File: config.mk
export PLATFORM = sky130hd
export DESIGN_NAME = seq_arith_unit
export DESIGN_NICKNAME = d
export VERILOG_FILES = /design/src/rtl/arith_pkg.sv /design/src/rtl/mult_seq_core.sv /design/src/rtl/seq_arith_unit.sv
export SDC_FILE = /design/constraint.sdc
export NUM_CORES = 1
export LEC_CHECK = 0
export ABC_AREA = 1
export ABC_CLOCK_PERIOD_IN_PS = 2100
export CAP_MARGIN = 30
export CORE_UTILIZATION = 40
export CTS_BUF_LIST = sky130_fd_sc_hd__clkbuf_4 sky130_fd_sc_hd__clkbuf_8
export CTS_CLUSTER_SIZE = 20
export DETAILED_ROUTE_END_ITERATION = 7
export GPL_TIMING_DRIVEN = 0
export MAX_ROUTING_LAYER = met4
export PLACE_DENSITY = 0.59
export SYNTH_ARGS = -nofsm -noshare
export SYNTH_HDL_FRONTEND = slang
export SYNTH_HIERARCHICAL = 1
export SYNTH_SLANG_ARGS = --single-unit
File: constraint.sdc
create_clock -name clk -period 2.1 [get_ports clk]
set_input_delay 0.42 -clock clk [delete_from_list [all_inputs] [get_ports clk]]
set_output_delay 0.42 -clock clk [all_outputs]
set_load 0.05 [all_outputs]
File: src/rtl/arith_pkg.sv
// Shared types for the sequential arithmetic unit.
// Latency: n/a (types only).
// Backpressure: n/a (types only).
//
// Contents:
//   mode_t  - operation select carried on the m port
//   state_t - control FSM states of seq_arith_unit
package arith_pkg;

    typedef enum logic [1:0] {
        MODE_ADD  = 2'b00,
        MODE_SUB  = 2'b01,
        MODE_MULT = 2'b10,
        MODE_MAC  = 2'b11
    } mode_t;

    typedef enum logic {
        IDLE = 1'b0,
        CALC = 1'b1
    } state_t;

endpackage

File: src/rtl/mult_seq_core.sv
// Shift-add multiplier engine: prod = acc_init + a*b (mod 2^(2N)), LSB of b first.
// Latency: done pulses N-1 cycles after the load cycle (the load edge handles bit 0).
// Backpressure: none; load is only honoured while idle, the owner must not reload early.
//
// Ports:
//   clk, rst  - clock and synchronous active-high reset
//   load      - capture a, b, acc_init and start iterating
//   a, b      - N-bit unsigned multiplicand / multiplier
//   acc_init  - 2N-bit accumulator preload (0 for plain multiply)
//   busy      - iterations in progress
//   done      - one-cycle pulse, prod is final while it is high
//   prod      - 2N-bit accumulator value
module mult_seq_core #(
    parameter int N = 8
) (
    input  logic           clk,
    input  logic           rst,
    input  logic           load,
    input  logic [N-1:0]   a,
    input  logic [N-1:0]   b,
    input  logic [2*N-1:0] acc_init,
    output logic           busy,
    output logic           done,
    output logic [2*N-1:0] prod
);

    localparam int CW = $clog2(N + 1);

    logic [2*N-1:0] mcand_q;
    logic [N-1:0]   mplier_q;
    logic [2*N-1:0] acc_q;
    logic [CW-1:0]  cnt_q;
    logic           busy_q;
    logic           done_q;

    logic [2*N-1:0] a_ext_d;
    logic [2*N-1:0] pp_load_d;
    logic [2*N-1:0] pp_iter_d;

    assign a_ext_d   = {{N{1'b0}}, a};
    // Bit 0 of the multiplier is consumed on the load edge so that the final
    // product is ready one cycle before the owner must publish it.
    assign pp_load_d = b[0] ? a_ext_d : '0;
    assign pp_iter_d = mplier_q[0] ? mcand_q : '0;

    always_ff @(posedge clk) begin
        if (rst) begin
            mcand_q  <= '0;
            mplier_q <= '0;
            acc_q    <= '0;
            cnt_q    <= '0;
            busy_q   <= 1'b0;
            done_q   <= 1'b0;
        end else begin
            done_q <= 1'b0;
            if (!busy_q && load) begin
                acc_q    <= acc_init + pp_load_d;
                mcand_q  <= a_ext_d << 1;
                mplier_q <= b >> 1;
                cnt_q    <= CW'(1);
                busy_q   <= 1'b1;
            end else if (busy_q) begin
                acc_q    <= acc_q + pp_iter_d;
                mcand_q  <= mcand_q << 1;
                mplier_q <= mplier_q >> 1;
                cnt_q    <= cnt_q + CW'(1);
                if (cnt_q == CW'(N - 1)) begin
                    busy_q <= 1'b0;
                    done_q <= 1'b1;
                end
            end
        end
    end

    assign busy = busy_q;
    assign done = done_q;
    assign prod = acc_q;

endmodule

File: src/rtl/seq_arith_unit.sv
// Clocked add/sub/mult/mac unit with start/busy/done handshake and registered result.
// Latency: add/sub 1 cycle after start accept, mult/mac N cycles.
// Backpressure: start is ignored while busy; a start in the done cycle is accepted.
//
// Ports:
//   clk, rst - clock and synchronous active-high reset
//   start    - request; accepted only when busy=0
//   m        - mode: 00 add, 01 sub, 10 mult, 11 mac
//   X, Y     - N-bit unsigned operands
//   busy     - operation in flight
//   done     - one-cycle pulse when Z is updated
//   Z        - 2N-bit registered result, held between done pulses
module seq_arith_unit
    import arith_pkg::*;
#(
    parameter int N = 8
) (
    input  logic           clk,
    input  logic           rst,
    input  logic           start,
    input  logic [1:0]     m,
    input  logic [N-1:0]   X,
    input  logic [N-1:0]   Y,
    output logic           busy,
    output logic           done,
    output logic [2*N-1:0] Z
);

    state_t         state_q;
    mode_t          mode_q;
    logic [N-1:0]   x_q;
    logic [N-1:0]   y_q;
    logic [2*N-1:0] z_q;
    logic           busy_q;
    logic           done_q;

    mode_t          m_in;
    logic           accept_d;
    logic           core_load_d;
    logic [2*N-1:0] core_init_d;
    logic           core_busy;
    logic           core_done;
    logic [2*N-1:0] core_prod;
    logic [N:0]     sum_add_d;
    logic [N:0]     sum_sub_d;
    logic [2*N-1:0] addsub_d;

    assign m_in     = mode_t'(m);
    assign accept_d = (state_q == IDLE) && start;

    // The multiplier takes operands straight from the ports on the accept
    // edge; mac seeds the accumulator with the current result.
    assign core_load_d = accept_d && m_in[1];
    assign core_init_d = (m_in == MODE_MAC) ? z_q : '0;

    // Subtraction in N+1 bits leaves the borrow in bit N.
    assign sum_add_d = {1'b0, x_q} + {1'b0, y_q};
    assign sum_sub_d = {1'b0, x_q} - {1'b0, y_q};
    assign addsub_d  = {{(N-1){1'b0}}, (mode_q == MODE_SUB) ? sum_sub_d : sum_add_d};

    mult_seq_core #(.N(N)) u_mult (
        .clk      (clk),
        .rst      (rst),
        .load     (core_load_d),
        .a        (X),
        .b        (Y),
        .acc_init (core_init_d),
        .busy     (core_busy),
        .done     (core_done),
        .prod     (core_prod)
    );

    always_ff @(posedge clk) begin
        if (rst) begin
            state_q <= IDLE;
            mode_q  <= MODE_ADD;
            x_q     <= '0;
            y_q     <= '0;
            z_q     <= '0;
            busy_q  <= 1'b0;
            done_q  <= 1'b0;
        end else begin
            done_q <= 1'b0;
            case (state_q)
                IDLE: begin
                    if (start) begin
                        mode_q  <= m_in;
                        x_q     <= X;
                        y_q     <= Y;
                        busy_q  <= 1'b1;
                        state_q <= CALC;
                    end
                end
                CALC: begin
                    if (!mode_q[1]) begin
                        z_q     <= addsub_d;
                        done_q  <= 1'b1;
                        busy_q  <= 1'b0;
                        state_q <= IDLE;
                    end else if (core_done) begin
                        z_q     <= core_prod;
                        done_q  <= 1'b1;
                        busy_q  <= 1'b0;
                        state_q <= IDLE;
                    end else if (!core_busy) begin
                        // Engine idle without a result: never expected, but
                        // drop back rather than wait forever.
                        busy_q  <= 1'b0;
                        state_q <= IDLE;
                    end
                end
                default: begin
                    busy_q  <= 1'b0;
                    state_q <= IDLE;
                end
            endcase
        end
    end

    assign busy = busy_q;
    assign done = done_q;
    assign Z    = z_q;

endmodule

==> key figures <==
Yosys
  – Synthesis-stage register bit count: 81
  – Syn Std Cell Area: 5520 sq um
  – Number of synthesized flops with an enable pin: 0
  – Post-synthesis net count: 953
  – Post-synth top flop: dfxtp_1
  – Mean Syn Cell Area: 6.16 sq um
  – Synthesized instance count: 897
  – Register area share after synthesis: 29.4%
  – Ys async rst share: 0%
  – Yosys cell types: 42
  – Synthesis Warnings: 6

Timing
  – Crit path time final: 2.05 ns
  – Max Fclk: 488 MHz
  – Final hold vios: 0
  – Final Skew: 0.0167 ns
  – Slew Viols, Final: 0
  – Setup violations, final: 0
  – Slew headroom: 57.8%
  – Setup TNS: 0 ns
  – RSZ-0062 raised after global routing: yes
  – Crit share post-route: 97.6%
  – Worst slew pin tran: 0.633 ns
  – Fin Hold WS: 0.368 ns

Route
  – Vias after detailed routing: 5604
  – DR WL/cell: 14.2 microns
  – Vias per cell: 4.90
  – Detail Route Antenna Nets: 0
  – Routed Wire Length: 16200 microns
  – Drt first-iter violations: 442
  – Drt pass-1 iters: 5
  – DRC: 0

Clocking
  – Sink Count: 81
  – Clock slew at reported path FFs: 0.10 ns
  – CTS Hold Bufs: 0
  – Number of buffers created by CTS: 9
  – Root Driver: clkbuf_8
  – Clock Latency Late Sink: 0.37 ns
  – H-tree levels: 3
  – CTS Buffer Depth: 2
  – CTS tree: yes

Power
  – Comb pwr share: 29.9%
  – Seq pwr share: 38.3%
  – Internal power: 0.00297 W
  – Clk pwr share: 31.7%
  – Sw power: 0.00150 W
  – Net Sw Frac: 33.6%
  – PwrDens: 645 nW/um^2
  – Peak VDD IR: 0.000333 V
  – Pleak: 3.52 nW

Floorplan
  – Cell row count: 42
  – Core area: 13300 sq um
  – Die width: 119 microns
  – DIE HEIGHT: 119 microns
  – Initial Utilization: 41.4%
  – I/O pin cnt: 39
  – Die ar.: 14300 sq um

Layout
  – Fraction of layout cells with a size suffix above 1: 15.8%
  – N_diodes: 0
  – Synthesis-to-layout area growth: 25.5%
  – Register Area: 1640 sq um
  – Final design utilization: 51.9%
  – Fill count: 1385
  – Multi-input gate area: 3470 sq um
  – Nets: 1018

GRT
  – Global Route met2 Usage: 37.0%
  – Initial antenna violation count: 0
  – Met3 Resource Use GR: 2.52%
  – Remaining Overflow, GRT: 0
  – Top Usage Layer GRT: met2
  – Global-route wire length before repair: 26400 microns
  – Gr usage total: 24.6%
  – Met1 Usage GRT: 34.8%
  – Vias in the first global route: 5157
  – Largest net degree at the start of global routing: 15

Place
  – Post-detail-place hpwl: 12400 microns
  – # port buffers: 38
  – Gpl congestion: 0.889

Setup path
  – R2R setup slack: 0.05 ns
  – Crit path launch type: register
  – Setup crit end kind: register
  – Critical path data arrival time: 2.32 ns
  – Kind of critical path: register to register
  – CP max FO: 5
  – WP data required: 2.37 ns

Worst hold path
  – HP Class: input pin to register

Run
  – Max Cap Viol: 0

Run status
  – Outcome: finished clean
[power groups by stage]
stage	clock, W	combinational, W	sequential (W)
2_1_floorplan	0	0.000705	0.00179
3_3_place_gp	0	0.00110	0.00173
3_5_place_dp	0	0.00110	0.00174
4_1_cts	0.00145	0.00119	0.00170
5_1_grt	0.00153	0.00148	0.00173
6_report	0.00142	0.00134	0.00171
[placed cells by master, fill, tap and decap left out, types with 7 or more instances in the layout]
master           Yosys  routed
clkbuf_8             1      10
a21oi_1             59      54
o21ai_0             45      40
clkdlybuf4s50_1      0      27
nor3_1               7       7
dfxtp_1             81      73
buf_4                6      20
buf_2                8       7
inv_1              163     154
nor2_1              92      86
o21ai_1             10      12
nand2_1            257     238
ha_1                32      21
nand2_2              7      23
buf_6                1       7
nor2_2               3       7
inv_2                3      10
nand3_2              1      11
nand3_1             61      48
ha_4                 0       8
[cells by family (layout without fill, tap and decap cells)]
family / Yosys count / in the layout / synth area share [%]
AO/OA/AOI/OAI: 134 / 134 / 13.3
XOR/XNOR: 9 / 9 / 1.43
adder cells (fa/ha/maj): 35 / 35 / 8.34
buffers and inverters: 193 / 263 / 14.1
flip-flops: 81 / 81 / 29.4
AND/OR/NAND/NOR: 445 / 445 / 33.5
[per-stage QoR]
step	cells	power (W)	instance area, sq um	setup WS [ns]
final	1143	0.00447	6930	0.0501
after global routing	1143	0.00474	6930	-0.117
after global placement	1111	0.00283	6130	-0.976
after CTS	1133	0.00435	6560	-0.0187
after detailed placement	1111	0.00284	6130	-0.957
after floorplan	897	0.00250	5530	0.0260
[final timing paths]
check	start	endpoint	cells past startpoint
setup / recovery	u_mult/mplier_q[0]	u_mult/prod[7]	16
hold / removal	m[0]	mode_q[0]	3
setup reg to reg	u_mult/mplier_q[0]	u_mult/prod[7]	16
hold reg to reg	u_mult/mcand_q[15]	u_mult/mcand_q[15]	2
[registers in the layout, summed over array words and instances, names as in the netlist, 2 cells and up]
| register | cells |
|---|---|
| x_q | 8 |
| u_mult/prod | 16 |
| mode_q | 2 |
| y_q | 8 |
| u_mult/mplier_q | 7 |
| u_mult/cnt_q | 4 |
| Z | 16 |
| u_mult/mcand_q | 15 |
[critical path, stage by stage, from the launching register on]
cell,delay (ns)
dfxtp_4,0.38
clkbuf_16,0.14
nand2_2,0.05
inv_2,0.06
ha_4,0.13
inv_2,0.04
fa_2,0.40
inv_2,0.09
nand3_2,0.08
nand3_4,0.10
nand2_2,0.07
nand2_2,0.07
a21oi_2,0.05
o21ai_1,0.11
nand3_1,0.09
nand2_1,0.07
inv_1,0.03
[synth_stat cells (4+ instances only)]
| master | number | area (sq um) |
|---|---|---|
| a21oi_1 | 59 | 295 |
| buf_2 | 8 | 40.0 |
| buf_4 | 6 | 45.0 |
| clkbuf_1 | 9 | 33.8 |
| dfxtp_1 | 81 | 1620 |
| ha_1 | 32 | 400 |
| inv_1 | 163 | 612 |
| nand2_1 | 257 | 965 |
| nand2_2 | 7 | 43.8 |
| nand3_1 | 61 | 305 |
| nand3b_1 | 6 | 45.0 |
| nor2_1 | 92 | 345 |
| nor3_1 | 7 | 35.0 |
| o211ai_1 | 4 | 30.0 |
| o21ai_0 | 45 | 225 |
| o21ai_1 | 10 | 50.1 |
| o221ai_1 | 6 | 52.6 |
| xor2_1 | 6 | 52.6 |
[final cells by class]
class	instances	share of cell area [%]
Multi-Input combinational cell	623	50.1
Sequential cell	81	23.7
Inverter	167	9.23
Timing Repair Buffer	56	7.64
Tap cell	176	3.18
Buffer	24	2.58
Clock buffer	10	1.90
Clock inverter	6	1.68
[per-layer routing]
layer,wire (microns),up-vias
met5,0,-
met4,262,0
met3,878,17
met2,7060,141
met1,8050,2520
li1,-,2926
[timing repair]
action                     in CTS  in global routing
setup buffers                   7                 10
cloned                          0                  1
setup endpoints to repair      18                 39
gates resized for setup        41                 92
pin swaps                       6                 37
Power figures use the tool's default switching activity.
